===== src/rtl/hack_key_input.sv =====
// Hack memory-mapped input peripheral: synchronised, debounced DE0 buttons become
// acknowledged key codes at the keyboard address; slide switches read back at a second address.
module hack_key_input #(
  parameter int          DEBOUNCE_CYCLES = 50000,
  parameter logic [14:0] KBD_ADDR        = 15'h6000,
  parameter logic [14:0] SW_ADDR         = 15'h6001
) (
  input  logic        clk,
  input  logic        reset,
  input  logic [2:0]  btn,
  input  logic [9:0]  sw,
  input  logic [14:0] addressM,
  input  logic        writeM,
  output logic [15:0] rdata,
  output logic        hit,
  output logic        pending,
  output logic [1:0]  o_state
);

  localparam int             CW      = $clog2(DEBOUNCE_CYCLES);
  localparam logic [CW-1:0]  CNT_MAX = CW'(DEBOUNCE_CYCLES - 1);

  localparam logic [15:0] CODE_LEFT    = 16'd130;
  localparam logic [15:0] CODE_RIGHT   = 16'd132;
  localparam logic [15:0] CODE_NEWLINE = 16'd128;

  typedef enum logic [1:0] {
    IDLE     = 2'd0,
    HELD     = 2'd1,
    WAIT_ACK = 2'd2,
    ACKED    = 2'd3
  } state_t;

  // Buttons are active-low, so "released" is logic 1 everywhere below.
  logic [2:0]    r_btn_meta;
  logic [2:0]    r_btn_sync;
  logic [9:0]    r_sw_meta;
  logic [9:0]    r_sw_sync;
  logic [2:0]    r_btn_deb;
  logic [CW-1:0] r_cnt [3];
  state_t        r_state;
  logic [15:0]   r_key;
  logic          r_pending;

  logic [2:0]    w_deb_next;
  logic [2:0]    w_pressed;
  logic          w_any;
  logic          w_ack;
  logic [15:0]   w_code;

  always_ff @(posedge clk or posedge reset) begin
    if (reset) begin
      r_btn_meta <= 3'b111;
      r_btn_sync <= 3'b111;
      r_sw_meta  <= 10'd0;
      r_sw_sync  <= 10'd0;
    end else begin
      r_btn_meta <= btn;
      r_btn_sync <= r_btn_meta;
      r_sw_meta  <= sw;
      r_sw_sync  <= r_sw_meta;
    end
  end

  // The FSM reacts to the debounced value being loaded this edge, so a key
  // appears on the same edge the debouncer accepts the press.
  always_comb begin
    w_deb_next = r_btn_deb;
    for (int i = 0; i < 3; i++) begin
      if ((r_btn_sync[i] != r_btn_deb[i]) && (r_cnt[i] == CNT_MAX)) begin
        w_deb_next[i] = r_btn_sync[i];
      end
    end
  end

  always_ff @(posedge clk or posedge reset) begin
    if (reset) begin
      r_btn_deb <= 3'b111;
      for (int i = 0; i < 3; i++) begin
        r_cnt[i] <= '0;
      end
    end else begin
      r_btn_deb <= w_deb_next;
      for (int i = 0; i < 3; i++) begin
        if (r_btn_sync[i] != r_btn_deb[i]) begin
          if (r_cnt[i] == CNT_MAX) begin
            r_cnt[i] <= '0;
          end else begin
            r_cnt[i] <= r_cnt[i] + CW'(1);
          end
        end else begin
          r_cnt[i] <= '0;
        end
      end
    end
  end

  assign w_pressed = ~w_deb_next;
  assign w_any     = |w_pressed;
  assign w_ack     = writeM && (addressM == KBD_ADDR);

  always_comb begin
    w_code = 16'd0;
    if (w_pressed[0]) begin
      w_code = CODE_LEFT;
    end else if (w_pressed[1]) begin
      w_code = CODE_RIGHT;
    end else if (w_pressed[2]) begin
      w_code = CODE_NEWLINE;
    end
  end

  always_ff @(posedge clk or posedge reset) begin
    if (reset) begin
      r_state   <= IDLE;
      r_key     <= 16'd0;
      r_pending <= 1'b0;
    end else begin
      case (r_state)
        IDLE: begin
          if (w_any) begin
            r_state   <= HELD;
            r_key     <= w_code;
            r_pending <= 1'b1;
          end
        end
        HELD: begin
          if (w_ack) begin
            r_key     <= 16'd0;
            r_pending <= 1'b0;
            r_state   <= w_any ? ACKED : IDLE;
          end else if (!w_any) begin
            r_state <= WAIT_ACK;
          end
        end
        WAIT_ACK: begin
          if (w_ack) begin
            r_state   <= IDLE;
            r_key     <= 16'd0;
            r_pending <= 1'b0;
          end
        end
        ACKED: begin
          // Wait for full release so one physical press yields one event.
          if (!w_any) begin
            r_state <= IDLE;
          end
        end
        default: begin
          r_state   <= IDLE;
          r_key     <= 16'd0;
          r_pending <= 1'b0;
        end
      endcase
    end
  end

  always_comb begin
    rdata = 16'd0;
    hit   = 1'b0;
    if (addressM == KBD_ADDR) begin
      rdata = r_key;
      hit   = 1'b1;
    end else if (addressM == SW_ADDR) begin
      rdata = {6'b0, r_sw_sync};
      hit   = 1'b1;
    end
  end

  assign pending = r_pending;
  assign o_state = r_state;

endmodule

===== config.mk =====
export PLATFORM = sky130hd
export DESIGN_NAME = hack_key_input
export DESIGN_NICKNAME = d
export VERILOG_FILES = /design/src/rtl/hack_key_input.sv
export SDC_FILE = /design/constraint.sdc
export NUM_CORES = 1
export LEC_CHECK = 0
export BUFFER_PORTS_ARGS = -buffer_cell sky130_fd_sc_hd__buf_2
export CORE_ASPECT_RATIO = 1.1
export CORE_UTILIZATION = 45
export DETAILED_ROUTE_END_ITERATION = 6
export PLACE_DENSITY_LB_ADDON = 0.15
export SYNTH_ARGS = -nofsm -noshare
export SYNTH_HDL_FRONTEND = slang
export SYNTH_SLANG_ARGS = --single-unit

===== constraint.sdc =====
create_clock -name clk -period 3.4 [get_ports clk]
set_input_delay 0.68 -clock clk [delete_from_list [all_inputs] [get_ports clk]]
set_output_delay 0.68 -clock clk [all_outputs]
set_load 0.05 [all_outputs]

Word level (Yosys, flattened, before mapping)

Index checks and enable logic that the tools add are counted.

$add $sub $neg: 3
Mux-type cells: 29
Reduce and logical (&&, ||, !) cells: 10
Equal/unequal tests: 16
Bitwise operators: 1

Operators by type and width:

| operator                                                              | count |
|---|---|
| 16-bit two-way mux                                                    | 9 |
| 16-bit by 1-bit adder with 16-bit output, second input constant       | 3 |
| 16-bit equality test, second input constant                           | 3 |
| 16-bit case mux with 2 select lines                                   | 1 |
| 15-bit equality test, second input constant                           | 2 |
| 8-bit two-way mux                                                     | 3 |
| 2-bit two-way mux                                                     | 6 |
| 10-bit two-way mux                                                    | 1 |
| 2-bit case mux with 4 select lines                                    | 1 |
| 1-bit two-way mux                                                     | 7 |
| 2-bit != test, second input constant                                  | 3 |
| 2-bit equality test, second input constant                            | 2 |
| 1-bit logical AND                                                     | 4 |
| 4-bit AND reduction                                                   | 1 |
| 1-bit != test                                                         | 3 |
| 3-bit != test, second input constant                                  | 1 |
| 3-bit NOT                                                             | 1 |
| 3-bit AND reduction                                                   | 1 |
| 3-bit OR reduction                                                    | 1 |
| 2-bit by 1-bit equality test with 1-bit output, second input constant | 1 |
| 2-bit logical NOT                                                     | 1 |
| 2-bit by 1-bit != test with 1-bit output, second input constant       | 1 |
| 1-bit case mux with 2 select lines                                    | 1 |
| 2-bit nonzero test                                                    | 1 |
| 2-bit OR reduction                                                    | 1 |

Input bits: 31
Word-level logic and storage cells: 70
Output and inout bits: 20
Flip-flop bits (word level): 96

Depth between registers and ports, before layout

Depth in word-level cells: 9
Depth in mapped cells: 8
Gate-level depth less buffers: 7

Worst setup path before layout

OpenSTA, ideal clock, no wires.

Path type: input -> output
Start point: input port addressM[7]
End point: output port rdata[1]
Path buffers: 0
Stages on the path: 3
Arrival: 1.933 ns
Data required time: 2.720 ns
Slack: 0.787 ns
Cell sequence: nor4b_1 -> nand4_1 -> nor2_1

Longest elaborated chain between the ends: 3
Elaborated cells between the ends (all ways): 4
Those cells by class: eq/ne (2); mux (2)

Ends and longest elaborated chain:

| item                   | RTL line | text |
|---|---|---|
| start, declared        | 12       | `input logic [14:0] addressM,` |
| 15-bit equality test   | 164      | `end else if (addressM == SW_ADDR) begin` |
| 10-bit two-way mux     | 164      |  |
| 16-bit two-way mux (*) | 161      | `if (addressM == KBD_ADDR) begin` |
| end, declared          | 14       | `output logic [15:0] rdata,` |

Mark *: on every way between the ends. The rest lies on a longest branch, timed or not.

Final worst setup path

Start point: input port addressM[7]
End point: output port rdata[9]

Same word-level chain as after synthesis.

==> key figures <==
Cells and area
  – Commonest non-fill, non-tap cells in the layout: dfrtp_1, nor2_1, buf_2, xor2_1, xnor2_1
  – # fillers: 726
  – Area growth syn-to-layout: 15.2%
  – Commonest non-fill, non-tap cell in the layout: dfrtp_1
  – Post-Route Utilization: 53.3%
  – Final layout net count: 415
  – Sequential cell area: ~2100 um2
  – Layout cells sized above 1: 21.2%
  – Multi-input gate area: between 1500 and 2000 um2
  – Diode count: 0

Yosys
  – Post-synth EDFFs: 0
  – Syn Area/Cell: 11.3 um2
  – Most used DFF post-synth: dfrtp_1
  – Synth Cell Area: between 3000 and 4000 um2
  – Gate Count Post-Synth: 324
  – Ys async rst share: between 90% and 100%
  – Yosys reg bits: 83
  – Yosys Warn Count: 0
  – Sequential share of the synthesized area: between 50% and 60%
  – Yosys cell types: 37

Clock tree
  – Clk Latency, worst-skew pair: 350 ps
  – Num Clock Sinks: 83
  – TritonCTS buffer count: 9
  – CTS tree: done
  – # resized after CTS: 0
  – # hold bufs at CTS: 0
  – Deepest clock path buffer count: 2
  – Post-CTS Setup Bufs: 0
  – CTS clk-pin slew, worst paths: 90 ps
  – H-tree Lvls: 3
  – Clock root cell: clkbuf_8

Global routing
  – Largest net degree at the start of global routing: 54
  – Met3 usage in global routing: about 3.4%
  – Global-route wire length before repair: ~11 mm
  – Met2 usage: 24.2%
  – Vias in the first global route: 2410
  – Global route overflow: 0
  – Grt met1 use: about 23%
  – Top Usage Layer GRT: met2
  – Initial antenna violation count: 0
  – GRT Overall Usage: 16.6%

Setup path
  – WP buf/inv: 2
  – Critical Path Max Stage Delay: 390 ps
  – Critical Path Sink Type: output port
  – Critical Path AT: 2090 ps
  – Required time worst endpoint: 2720 ps
  – Crit-path slowest cell: nor2_1
  – Worst-path cell chain: buf_2 -> nor4b_1 -> nand4_1 -> nor2_1 -> and2_1 -> buf_2
  – Crit-path max FO: 7
  – CP top delay family: simple AND/OR/NAND/NOR gates
  – Setup crit start kind: input port
  – Cell mode on critical path: buf_2
  – Kind of critical path: input port to output port

Detailed routing
  – DR pass1 iterations: 4
  – Via count: 2386
  – Antenna-violating nets left: 0
  – WL per Instance: 12.7 um
  – Total Wirelength: between 6 and 7 mm
  – Post-route DRC violation count: 0
  – DRT iter0 DRCs: 60
  – Vias/cell: about 4.9

Power
  – Comb power frac: 10.6%
  – Switching Share: 25.2%
  – Reg power frac: 50.8%
  – Pwr dens: 489 nW/um2
  – Leak pwr: between 2 and 2.5 nW
  – P_sw: 0.000519 W
  – Maximum vdd drop: 360 uV
  – Clock share of power: 38.6%
  – Internal: 0.00154 W

Timing
  – Tmin final: about 2800 ps
  – Hold slack: 349 ps
  – Slew @ Worst Pin: 899 ps
  – Relative slew slack: 40.0%
  – Final Skew: between 10 and 15 ps
  – Unrepaired setup endpoints after global routing: no
  – Count of final hold-check violations: 0
  – TNS Setup: 0 ps
  – Final period util: 81.4%
  – Max-slew violation count: 0
  – # setup viols final: 0
  – Fmax achieved: between 300 and 400 MHz

Flow run
  – Max-cap viol count: 0

Die
  – Die height: 96.6 um
  – Starting density of the core: between 40% and 50%
  – IO Pins: 51
  – Core Region: 7910 um2
  – Die Footprint: 8510 um2
  – Core Rows: 34
  – Die X: 88.0 um

Place
  – IO Port Bufs: 44
  – HPWL after DPL: about 4.3 mm
  – Final Wtd Congestion: 0.779

Status
  – Status: completed

Min path
  – Worst Hold Class: register to register
per-stage QoR:
stage	std cells	setup slack, ps	total power [W]	instance area (um2)
floorplan	329	598	0.00123	3680
global route	490	433	0.00215	4220
finish	490	632	0.00206	4220
CTS	490	612	0.00209	4220
detailed placement	474	618	0.00129	3990
global placement	474	661	0.00129	3990
registers in the layout, summed over array words and instances, names as in the netlist:
signal / flops
r_cnt: 48
pending: 1
r_btn_deb: 3
r_key: 3
r_btn_sync: 3
r_sw_meta: 10
r_btn_meta: 3
o_state: 2
r_sw_sync: 10
cell families (layout without fill, tap and decap cells):
logic type / Yosys count / count (layout) / share of synthesized area [%]
simple gates: 153 / 153 / 22.1
flops: 83 / 83 / 57.0
xor+xnor: 45 / 45 / 10.8
buf+inv: 16 / 69 / 2.46
compound gates: 11 / 11 / 2.42
mux: 8 / 8 / 2.73
fa+ha+maj: 7 / 7 / 2.39
other cells: 1 / 6 / 0.102
routing by layer:
metal / vias to the layer above / wire length [um] / share of wire [%]
met4: 0 / 124 / 2.0
met1: 1154 / 3170 / 51
met2: 40 / 2760 / 44
met3: 11 / 193 / 3.1
met5: - / 0 / 0
li1: 1181 / - / -
path summary, 6_finish.rpt:
check	startpoint	endpoint	slack, ps	cells past startpoint
worst max register to register	r_cnt[16]	o_state[1]	1160	7
min in group asynchronous	reset	r_cnt[9]	480	2
worst max-delay path	addressM[7]	rdata[9]	630	6
worst min register to register	r_btn_meta[1]	r_btn_sync[1]	350	0
max in group asynchronous	reset	r_btn_deb[0]	2100	3
worst min-delay path	r_btn_meta[1]	r_btn_sync[1]	350	0
cell type report:
type | count | share of cell area, %
Tap cell | 108 | 3.20
Timing Repair Buffer | 47 | 5.75
Sequential cell | 83 | 49.5
Multi-Input combinational cell | 230 | 35.6
Clock buffer | 11 | 3.35
Clock inverter | 5 | 2.02
Inverter | 6 | 0.563
power groups by stage:
stage / Combinational, W / Clock (W) / Sequential (W)
after floorplan: 0.000150 / 0 / 0.00108
after global placement: 0.000218 / 0 / 0.00107
after detailed placement: 0.000221 / 0 / 0.00107
after CTS: 0.000221 / 0.000817 / 0.00105
after global routing: 0.000244 / 0.000850 / 0.00105
final: 0.000219 / 0.000796 / 0.00105
cells in the mapped netlist (4+ instances only):
cell     instances  share of area, %
dfrtp_1         74                51
nor2_1          61               6.3
xor2_1          23               5.5
xnor2_1         22               5.3
and3_1          21               3.6
nand2_1         18               1.8
nand3_1         18               2.5
dfstp_2          9               6.5
and2_1           7               1.2
ha_1             7               2.4
buf_4            6               1.2
inv_1            6              0.61
nand4_1          5              0.85
mux2_4           4               1.6
mux2i_1          4               1.1
Note: power is estimated with default switching activity, not from simulation.
